**src/rtl/rr_mux_arb_pkg.sv**
```systemverilog
// rtl/rr_mux_arb_pkg.sv - shared types, sizes and round-robin search for rr_mux_arb
package rr_mux_arb_pkg;

  localparam int N_REQ = 4;
  localparam int IDX_W = 2;

  typedef enum logic {
    IDLE  = 1'b0,
    GRANT = 1'b1
  } state_t;

  // First set request strictly after last, wrapping; last itself is checked at the end.
  function automatic logic [IDX_W-1:0] rr_pick(input logic [N_REQ-1:0] req,
                                               input logic [IDX_W-1:0] last);
    logic [IDX_W-1:0] idx;
    logic [IDX_W-1:0] win;
    logic             found;
    win   = last;
    found = 1'b0;
    for (int k = 1; k <= N_REQ; k++) begin
      idx = last + IDX_W'(k);
      if (!found && req[idx]) begin
        win   = idx;
        found = 1'b1;
      end
    end
    return win;
  endfunction

endpackage

```
**src/rtl/rr_mux_arb_mux4_reg.sv**
```systemverilog
// rtl/rr_mux_arb_mux4_reg.sv - registered 4:1 single-bit data mux
module mux4_reg
  import rr_mux_arb_pkg::*;
(
  input  logic             clk,
  input  logic             rst_n,
  input  logic [N_REQ-1:0] data,
  input  logic [IDX_W-1:0] sel,
  output logic             out
);

  always_ff @(posedge clk or negedge rst_n) begin
    if (!rst_n) out <= 1'b0;
    else        out <= data[sel];
  end

endmodule

```
**src/rtl/rr_mux_arb.sv**
```systemverilog
// rtl/rr_mux_arb.sv - round-robin arbiter with hold limit driving a registered 4:1 mux
module rr_mux_arb
  import rr_mux_arb_pkg::*;
#(
  parameter int MAX_HOLD = 4
) (
  input  logic             clk,
  input  logic             rst_n,
  input  logic [N_REQ-1:0] req,
  input  logic [N_REQ-1:0] data,
  output logic [N_REQ-1:0] gnt,
  output logic [IDX_W-1:0] sel,
  output logic             out,
  output logic             out_vld
);

  state_t           state_q, state_d;
  logic [IDX_W-1:0] sel_d;
  logic [IDX_W-1:0] last_q, last_d;
  logic [3:0]       hold_cnt, hold_d;
  logic [N_REQ-1:0] gnt_d;
  logic             vld_d;
  logic [IDX_W-1:0] pick;
  logic             any_req;

  assign pick    = rr_pick(req, last_q);
  assign any_req = |req;

  always_ff @(posedge clk or negedge rst_n) begin
    if (!rst_n) begin
      state_q  <= IDLE;
      sel      <= '0;
      last_q   <= IDX_W'(N_REQ - 1);
      hold_cnt <= 4'd0;
      gnt      <= '0;
      out_vld  <= 1'b0;
    end else begin
      state_q  <= state_d;
      sel      <= sel_d;
      last_q   <= last_d;
      hold_cnt <= hold_d;
      gnt      <= gnt_d;
      out_vld  <= vld_d;
    end
  end

  always_comb begin
    state_d = state_q;
    sel_d   = sel;
    last_d  = last_q;
    hold_d  = hold_cnt;
    case (state_q)
      IDLE: begin
        if (any_req) begin
          state_d = GRANT;
          sel_d   = pick;
          last_d  = pick;
          hold_d  = 4'd1;
        end
      end
      GRANT: begin
        if (req[sel] && (hold_cnt < 4'(MAX_HOLD))) begin
          hold_d = hold_cnt + 4'd1;
        end else if (any_req) begin
          // Re-arbitrate in place; an expiring sole requester is found again by the wrap.
          sel_d  = pick;
          last_d = pick;
          hold_d = 4'd1;
        end else begin
          state_d = IDLE;
          hold_d  = 4'd0;
        end
      end
      default: state_d = IDLE;
    endcase
  end

  always_comb begin
    gnt_d = '0;
    if (state_d == GRANT) gnt_d = N_REQ'(1) << sel_d;
    vld_d = (state_q == GRANT) && req[sel];
  end

  mux4_reg u_mux (
    .clk   (clk),
    .rst_n (rst_n),
    .data  (data),
    .sel   (sel),
    .out   (out)
  );

endmodule

```
**config.mk**
```make
export PLATFORM = sky130hd
export DESIGN_NAME = rr_mux_arb
export DESIGN_NICKNAME = d
export VERILOG_FILES = /design/src/rtl/rr_mux_arb_pkg.sv /design/src/rtl/rr_mux_arb_mux4_reg.sv /design/src/rtl/rr_mux_arb.sv
export SDC_FILE = /design/constraint.sdc
export NUM_CORES = 1
export LEC_CHECK = 0
export BUFFER_PORTS_ARGS = -buffer_cell sky130_fd_sc_hd__buf_2
export CORE_UTILIZATION = 35
export DETAILED_ROUTE_END_ITERATION = 10
export MAX_ROUTING_LAYER = met4
export PLACE_DENSITY = 0.66
export SLEW_MARGIN = 20
export SYNTH_ARGS = -nofsm -noshare
export SYNTH_HDL_FRONTEND = slang
export SYNTH_SLANG_ARGS = --single-unit
```
**constraint.sdc**
```tcl
create_clock -name clk -period 1.5 [get_ports clk]
set_input_delay 0.225 -clock clk [delete_from_list [all_inputs] [get_ports clk]]
set_output_delay 0.225 -clock clk [all_outputs]
set_load 0.02 [all_outputs]
```
==> flow_metrics.py, run 1 <==
metrics = {
    "global_route": {
        "antenna_found_initial": 0,
        "grt-ovfl-total": 0,
        "grt_max_degree": 17,
        "grt_pass1_wl_um": 3240,
        "grt_usage_pct": 16.7,
        "grt_pass1_vias": 689,
    },
    "yosys": {
        "netlist_area_um2": 896,
        "synth_area_leader_cell": "dfrtp_1",
        "netlist_instances": 94,
        "synth_cell_types": 37,
        "synth_compound_area_share_pct": 19.0,
        "yosys.area_share.simple_pct": 23.2,
        "synth_fa_ha_area_share_pct": 1.40,
        "synth_seq_cells": 15,
        "synthesis.yosys.warnings": 0,
        "yosysSeqAreaShare_pct": 42.2,
        "synth_xor_area_share_pct": 0.978,
        "synth_top_family_by_area": "simple AND/OR/NAND/NOR gates",
        "syn_nets": 105,
        "synth.top_cell.area_share_pct": 36.3,
        "avgSynthCellArea_um2": 9.53,
        "synth_area_leaders": "dfrtp_1 (36%), dfstp_2 (5.9%), o21ai_0 (3.9%)",
        "synthMuxAreaShare_pct": 5.45,
    },
    "power_and_ir_drop": {
        "p_per_area_nw_per_um2": 1930,
        "leakage_nw": 0.515,
        "ir_drop_mv": 0.888,
        "power.total_mw": 2.13,
    },
    "sta": {
        "slew_headroom_pct": 69.4,
        "skew_ns": 0.00297,
        "setup_ws_ns": 0.0187,
        "setup_viol": 0,
        "hold_viol_final": 0,
        "rsz0062_at_grt": "yes",
        "period_share_pct": 98.8,
        "fmax_ghz": 0.675,
        "fin_crit_ns": 1.48,
        "whs_ns": 0.253,
        "report.final.slew_viol_count": 0,
        "worst_pin_slew_ns": 0.457,
    },
    "worst_setup_path": {
        "worstPathCellList": "mux4_2 -> nand3_4 -> nand2_4 -> nor3_4 -> xnor2_1",
        "crit_required_ns": 1.71,
        "cp_data_arrival_time_ns": 1.69,
        "critical_path.slowest_cell": "mux4_2",
        "crit_type": "flop to flop",
        "crit_buf_inv": 0,
        "cpLargestDelayFamily": "multiplexers",
        "worstPathMaxFanout": 8,
        "cp_slowest_stage_delay_ns": 0.55,
        "crit_cells": 5,
        "end_kind": "flop",
        "reg2regPathDepth": 5,
        "start_kind": "flop",
    },
    "detailed_routing": {
        "firstDrtPassIters": 4,
        "num_vias": 793,
        "drc_errors": 0,
        "viasPerCell": 5.43,
        "drtIter0Drc": 13,
        "antenna_left": 0,
        "wire_per_inst_um": 13.2,
        "totalWireLength_um": 1930,
    },
    "min_path": {
        "hold_path_class": "input pin to flop",
        "hold_depth": 2,
    },
    "finish": {
        "fin_nets": 130,
        "fillCellCount": 217,
        "areaGrowthSynthToFinish_pct": 23.2,
        "antenna_cells": 0,
        "fin_util_pct": 47.6,
        "final_layout_size_suffix_gt1_share_pct": 37.3,
        "finalInstanceArea_um2": 1100,
    },
    "place": {
        "place_area_um2": 1030,
        "place_ws_ns": 0.000962,
        "portBuffers": 17,
        "post-dp-hpwl_um": 1430,
        "finalWeightedCongestion": 0.836,
    },
    "floorplanning": {
        "initial_core_util_pct": 38.6,
        "die_w_um": 52.6,
        "core-area_um2": 2320,
        "row_count": 17,
        "die_h_um": 52.6,
        "die_area_um2": 2770,
        "top_level_ports": 18,
    },
    "clock_network": {
        "tritoncts": "yes",
        "cts_buffers": 3,
        "clockBufferDepth": 2,
        "clk_pin_slew_worst_paths_ns": 0.09,
        "cts-htree-levels": 1,
        "root_buffer": "clkbuf_4",
        "worstSkewPairLatency_ns": 0.28,
        "numClockSinks": 15,
    },
    "run_status": {
        "outcome": "complete, no violations",
    },
    "run": {
        "drv_cap": 0,
    },
}
==> worst reg2reg max path: cells and delay by family (launching register included) <==
| kind | cells | cell delay (ns) |
|---|---|---|
| xor+xnor | 1 | 0.13 |
| flops | 1 | 0.38 |
| mux | 1 | 0.55 |
| simple gates | 3 | 0.36 |
==> logic make-up after synthesis <==
kind of cell,after synthesis
buf+inv,14
fa+ha+maj,1
xor+xnor,1
simple gates,36
compound gates,25
flops,15
mux,2
==> cell usage after synthesis (all sizes together) <==
master,n
o22ai,2
o32ai,2
o21ai,7
ha,1
and2,3
clkbuf,1
nor3b,3
dfrtp,13
nor2b,1
mux4,2
nand2b,2
nand3b,1
buf,7
nand3,3
nor2,8
nand2,10
nor4,1
nor3,3
a31oi,1
a22o,3
a21oi,5
a32o,1
dfstp,2
inv,6
o2111ai,1
xnor2,1
a2bb2oi,1
a311oi,1
nor4b,1
a41o,1
==> cell type report <==
cell class,count,area [um^2],share of cell area [%]
Clock buffer,3,22.5,2.04
Clock inverter,1,5.00,0.454
Inverter,6,22.5,2.04
Multi-Input combinational cell,65,469,42.5
Sequential cell,15,379,34.4
Tap cell,28,35.0,3.17
Timing Repair Buffer,28,170,15.4
==> per-stage QoR <==
step                      std cells  setup TNS [ns]
after CTS                       144               0
after global placement          138               0
after detailed placement        138               0
final                           146               0
after global routing            146          -0.263
after floorplan                  94          -0.622
==> metal layers <==
layer / share of wire, % / up-vias / global-route usage (%)
met5: 0 / - / -
met4: 0.41 / 0 / 7.89
met3: 5.5 / 2 / 2.90
met2: 48 / 23 / 25.5
met1: 46 / 379 / 21.4
li1: - / 389 / -
==> worst paths after layout <==
kind	from	slack [ns]	endpoint
worst min-delay path	data[3]	0.25	u_mux.out$_DFF_PN0_
worst min register to register	hold_cnt[3]$_DFFE_PN0P_	0.52	hold_cnt[3]$_DFFE_PN0P_
worst max-delay path	sel[0]$_DFF_PN0_	0.02	last_q[0]$_DFFE_PN1P_
min in group asynchronous	rst_n	0.37	hold_cnt[2]$_DFFE_PN0P_
max in group asynchronous	rst_n	0.84	last_q[0]$_DFFE_PN1P_
worst max register to register	sel[0]$_DFF_PN0_	0.02	last_q[0]$_DFFE_PN1P_
==> power by group <==
group          switching (mW)  total, mW  internal, mW
registers               0.151      0.740         0.589
logic                   0.611       1.16         0.552
clock network           0.123      0.222        0.0988
==> cell usage in the layout (no fill, tap or decap), types with 2 or more instances in the layout <==
master    synthesis  layout
clkbuf_4          0       3
nand2_1           9       9
o21ai_0           7       6
a22o_1            3       3
nor3_1            2       2
nor2_1            8       8
o32ai_1           2       2
dfstp_2           2       2
buf_4             1      10
nand3_1           2       2
inv_1             6       6
a21oi_1           5       5
buf_2             5      17
dfrtp_1          13      12
o22ai_1           2       2
nor3b_1           3       2
==> flip-flops by register name (all words and copies together) (netlist names) <==
signal,cells
last_q,2
sel,2
gnt,4
state_q,1
out_vld,1
hold_cnt,4
u_mux.out,1
==> what timing repair did <==
item,4_1_cts,5_1_grt
gates cloned,0,0
gates resized for setup,0,3
setup endpoints to repair,1,6
hold buffers,1,0
hold endpoints to repair,13,0
buffers inserted,1,2
(Power assumes the default switching activity.)
==> run 2: changes to the inputs <==
CTS_BUF_LIST = sky130_fd_sc_hd__clkbuf_8   (was not set)
==> flow_metrics.py, run 2 (synthesized netlist as in run 1, its figures left out) <==
metrics = {
    "run_status": {
        "outcome": "complete, no violations",
    },
    "clock_network": {
        "clockBufferDepth": 2,
        "tritoncts": "yes",
        "cts_buffers": 3,
        "worstSkewPairLatency_ns": 0.24,
        "cts-htree-levels": 1,
        "clk_pin_slew_worst_paths_ns": 0.06,
        "root_buffer": "clkbuf_8",
        "numClockSinks": 15,
    },
    "detailed_routing": {
        "viasPerCell": 5.25,
        "drc_errors": 0,
        "antenna_left": 0,
        "totalWireLength_um": 1980,
        "num_vias": 767,
        "wire_per_inst_um": 13.6,
        "drtIter0Drc": 13,
        "firstDrtPassIters": 4,
    },
    "sta": {
        "fin_tns_setup_ns": 0,
        "fin_crit_ns": 1.48,
        "skew_ns": 0.00143,
        "worst_pin_slew_ns": 0.474,
        "slew_headroom_pct": 68.3,
        "period_share_pct": 99.0,
        "hold_viol_final": 0,
        "setup_viol": 0,
        "report.final.slew_viol_count": 0,
        "fmax_ghz": 0.674,
        "rsz0062_at_grt": "yes",
    },
    "floorplanning": {
        "die_h_um": 52.6,
        "initial_core_util_pct": 38.6,
        "die_w_um": 52.6,
        "die_area_um2": 2770,
        "core-area_um2": 2320,
        "top_level_ports": 18,
        "row_count": 17,
    },
    "power_and_ir_drop": {
        "clkPwrFrac_pct": 14.3,
        "leakage_nw": 0.525,
        "p_per_area_nw_per_um2": 1980,
        "p_sw_mw": 0.910,
        "power_frac_seq_pct": 33.5,
        "ir_drop_mv": 0.948,
        "comb_power_share_pct": 52.2,
        "p_int_mw": 1.32,
        "p_sw_share_pct": 40.8,
    },
    "global_route": {
        "grt-ovfl-total": 0,
        "grt_max_degree": 17,
        "grt_usage_pct": 16.7,
        "grt_pass1_vias": 693,
        "antenna_found_initial": 0,
        "grt_pass1_wl_um": 3260,
    },
    "finish": {
        "fin_util_pct": 48.5,
        "fillCellCount": 216,
        "final_layout_size_suffix_gt1_share_pct": 37.3,
        "antenna_cells": 0,
        "top_regs": "gnt x4, hold_cnt x4",
        "areaGrowthSynthToFinish_pct": 25.6,
        "layout_common_cells": "buf_2 (17), dfrtp_1 (12), nand2_1 (9), buf_4 (9), nor2_1 (8)",
        "layout_commonest_cell": "buf_2",
        "fin_nets": 130,
    },
    "place": {
        "post-dp-hpwl_um": 1430,
        "portBuffers": 17,
        "finalWeightedCongestion": 0.836,
    },
    "worst_setup_path": {
        "crit_type": "flop to flop",
        "end_kind": "flop",
        "worstPathMaxFanout": 5,
        "reg2regPathDepth": 5,
        "start_kind": "flop",
        "crit_required_ns": 1.68,
        "cp_data_arrival_time_ns": 1.66,
    },
    "min_path": {
        "hold_depth": 2,
        "hold_path_class": "input pin to flop",
    },
    "run": {
        "drv_cap": 0,
    },
}
## run 2: changes by cell type in the layout (fill, tap and decap cells not counted)
| cell | before | now |
|---|---|---|
| nand3_2 | 0 | 1 |
| clkbuf_4 | 3 | 0 |
| clkbuf_8 | 0 | 3 |
| buf_4 | 10 | 9 |
## run 2: timing repair
action | in CTS | in global routing
endpoints found under the hold margin | 13 | 0
endpoints found under the setup margin | 1 | 5
setup buffers | 1 | 1
hold buffers | 1 | 0
cloned | 0 | 1
gates resized for setup | 0 | 3
## run 2: final cells by class
type                            count  area [um^2]  share of cell area [%]
Clock buffer                        3         41.3                    3.67
Clock inverter                      1         5.00                   0.445
Inverter                            6         22.5                    2.00
Multi-Input combinational cell     66          479                    42.6
Sequential cell                    15          379                    33.7
Tap cell                           28         35.0                    3.11
Timing Repair Buffer               27          163                    14.5
## run 2: power groups by stage
stage	Combinational [mW]	Clock, mW	Sequential (mW)
floorplan	0.776	0	0.785
global placement	1.04	0	0.742
detailed placement	1.07	0	0.746
CTS	1.09	0.332	0.740
global route	1.29	0.352	0.777
finish	1.16	0.319	0.746
## run 2: worst paths after layout
| path | slack, ns | from | end |
|---|---|---|---|
| min | 0.29 | data[3] | u_mux.out$_DFF_PN0_ |
| min reg2reg | 0.51 | hold_cnt[3]$_DFFE_PN0P_ | hold_cnt[3]$_DFFE_PN0P_ |
| min in group asynchronous | 0.41 | rst_n | gnt[0]$_DFF_PN0_ |
| max in group asynchronous | 0.80 | rst_n | last_q[0]$_DFFE_PN1P_ |
| max reg2reg | 0.02 | sel[0]$_DFF_PN0_ | last_q[0]$_DFFE_PN1P_ |
| max | 0.02 | sel[0]$_DFF_PN0_ | last_q[0]$_DFFE_PN1P_ |
## run 2: worst max-delay path, stage by stage (launching register included)
cell and delay [ns]:
dfrtp_2 0.37, mux4_2 0.57, nand3_4 0.15, nand2_4 0.08
nor3_4 0.12, xnor2_1 0.13
## run 2: metal layers
layer	track usage [%]	up-vias	part of all wire (%)
met5	-	-	0
met4	7.89	0	1.4
met3	2.90	4	2.7
met2	25.7	12	47
met1	21.2	362	49
li1	-	389	-
## run 2: through the flow
stage | setup WS, ns | hold WS [ns] | cells | cell area (um^2) | power [mW]
6_report | 0.0153 | 0.287 | 146 | 1120 | 2.23
5_1_grt | -0.0713 | 0.308 | 146 | 1120 | 2.42
4_1_cts | 0.00550 | 0.284 | 144 | 1090 | 2.16
3_5_place_dp | 0.000962 | 0.144 | 138 | 1030 | 1.81
3_3_place_gp | 0.0406 | 0.139 | 138 | 1030 | 1.78
2_1_floorplan | -0.124 | -0.0706 | 94 | 903 | 1.56
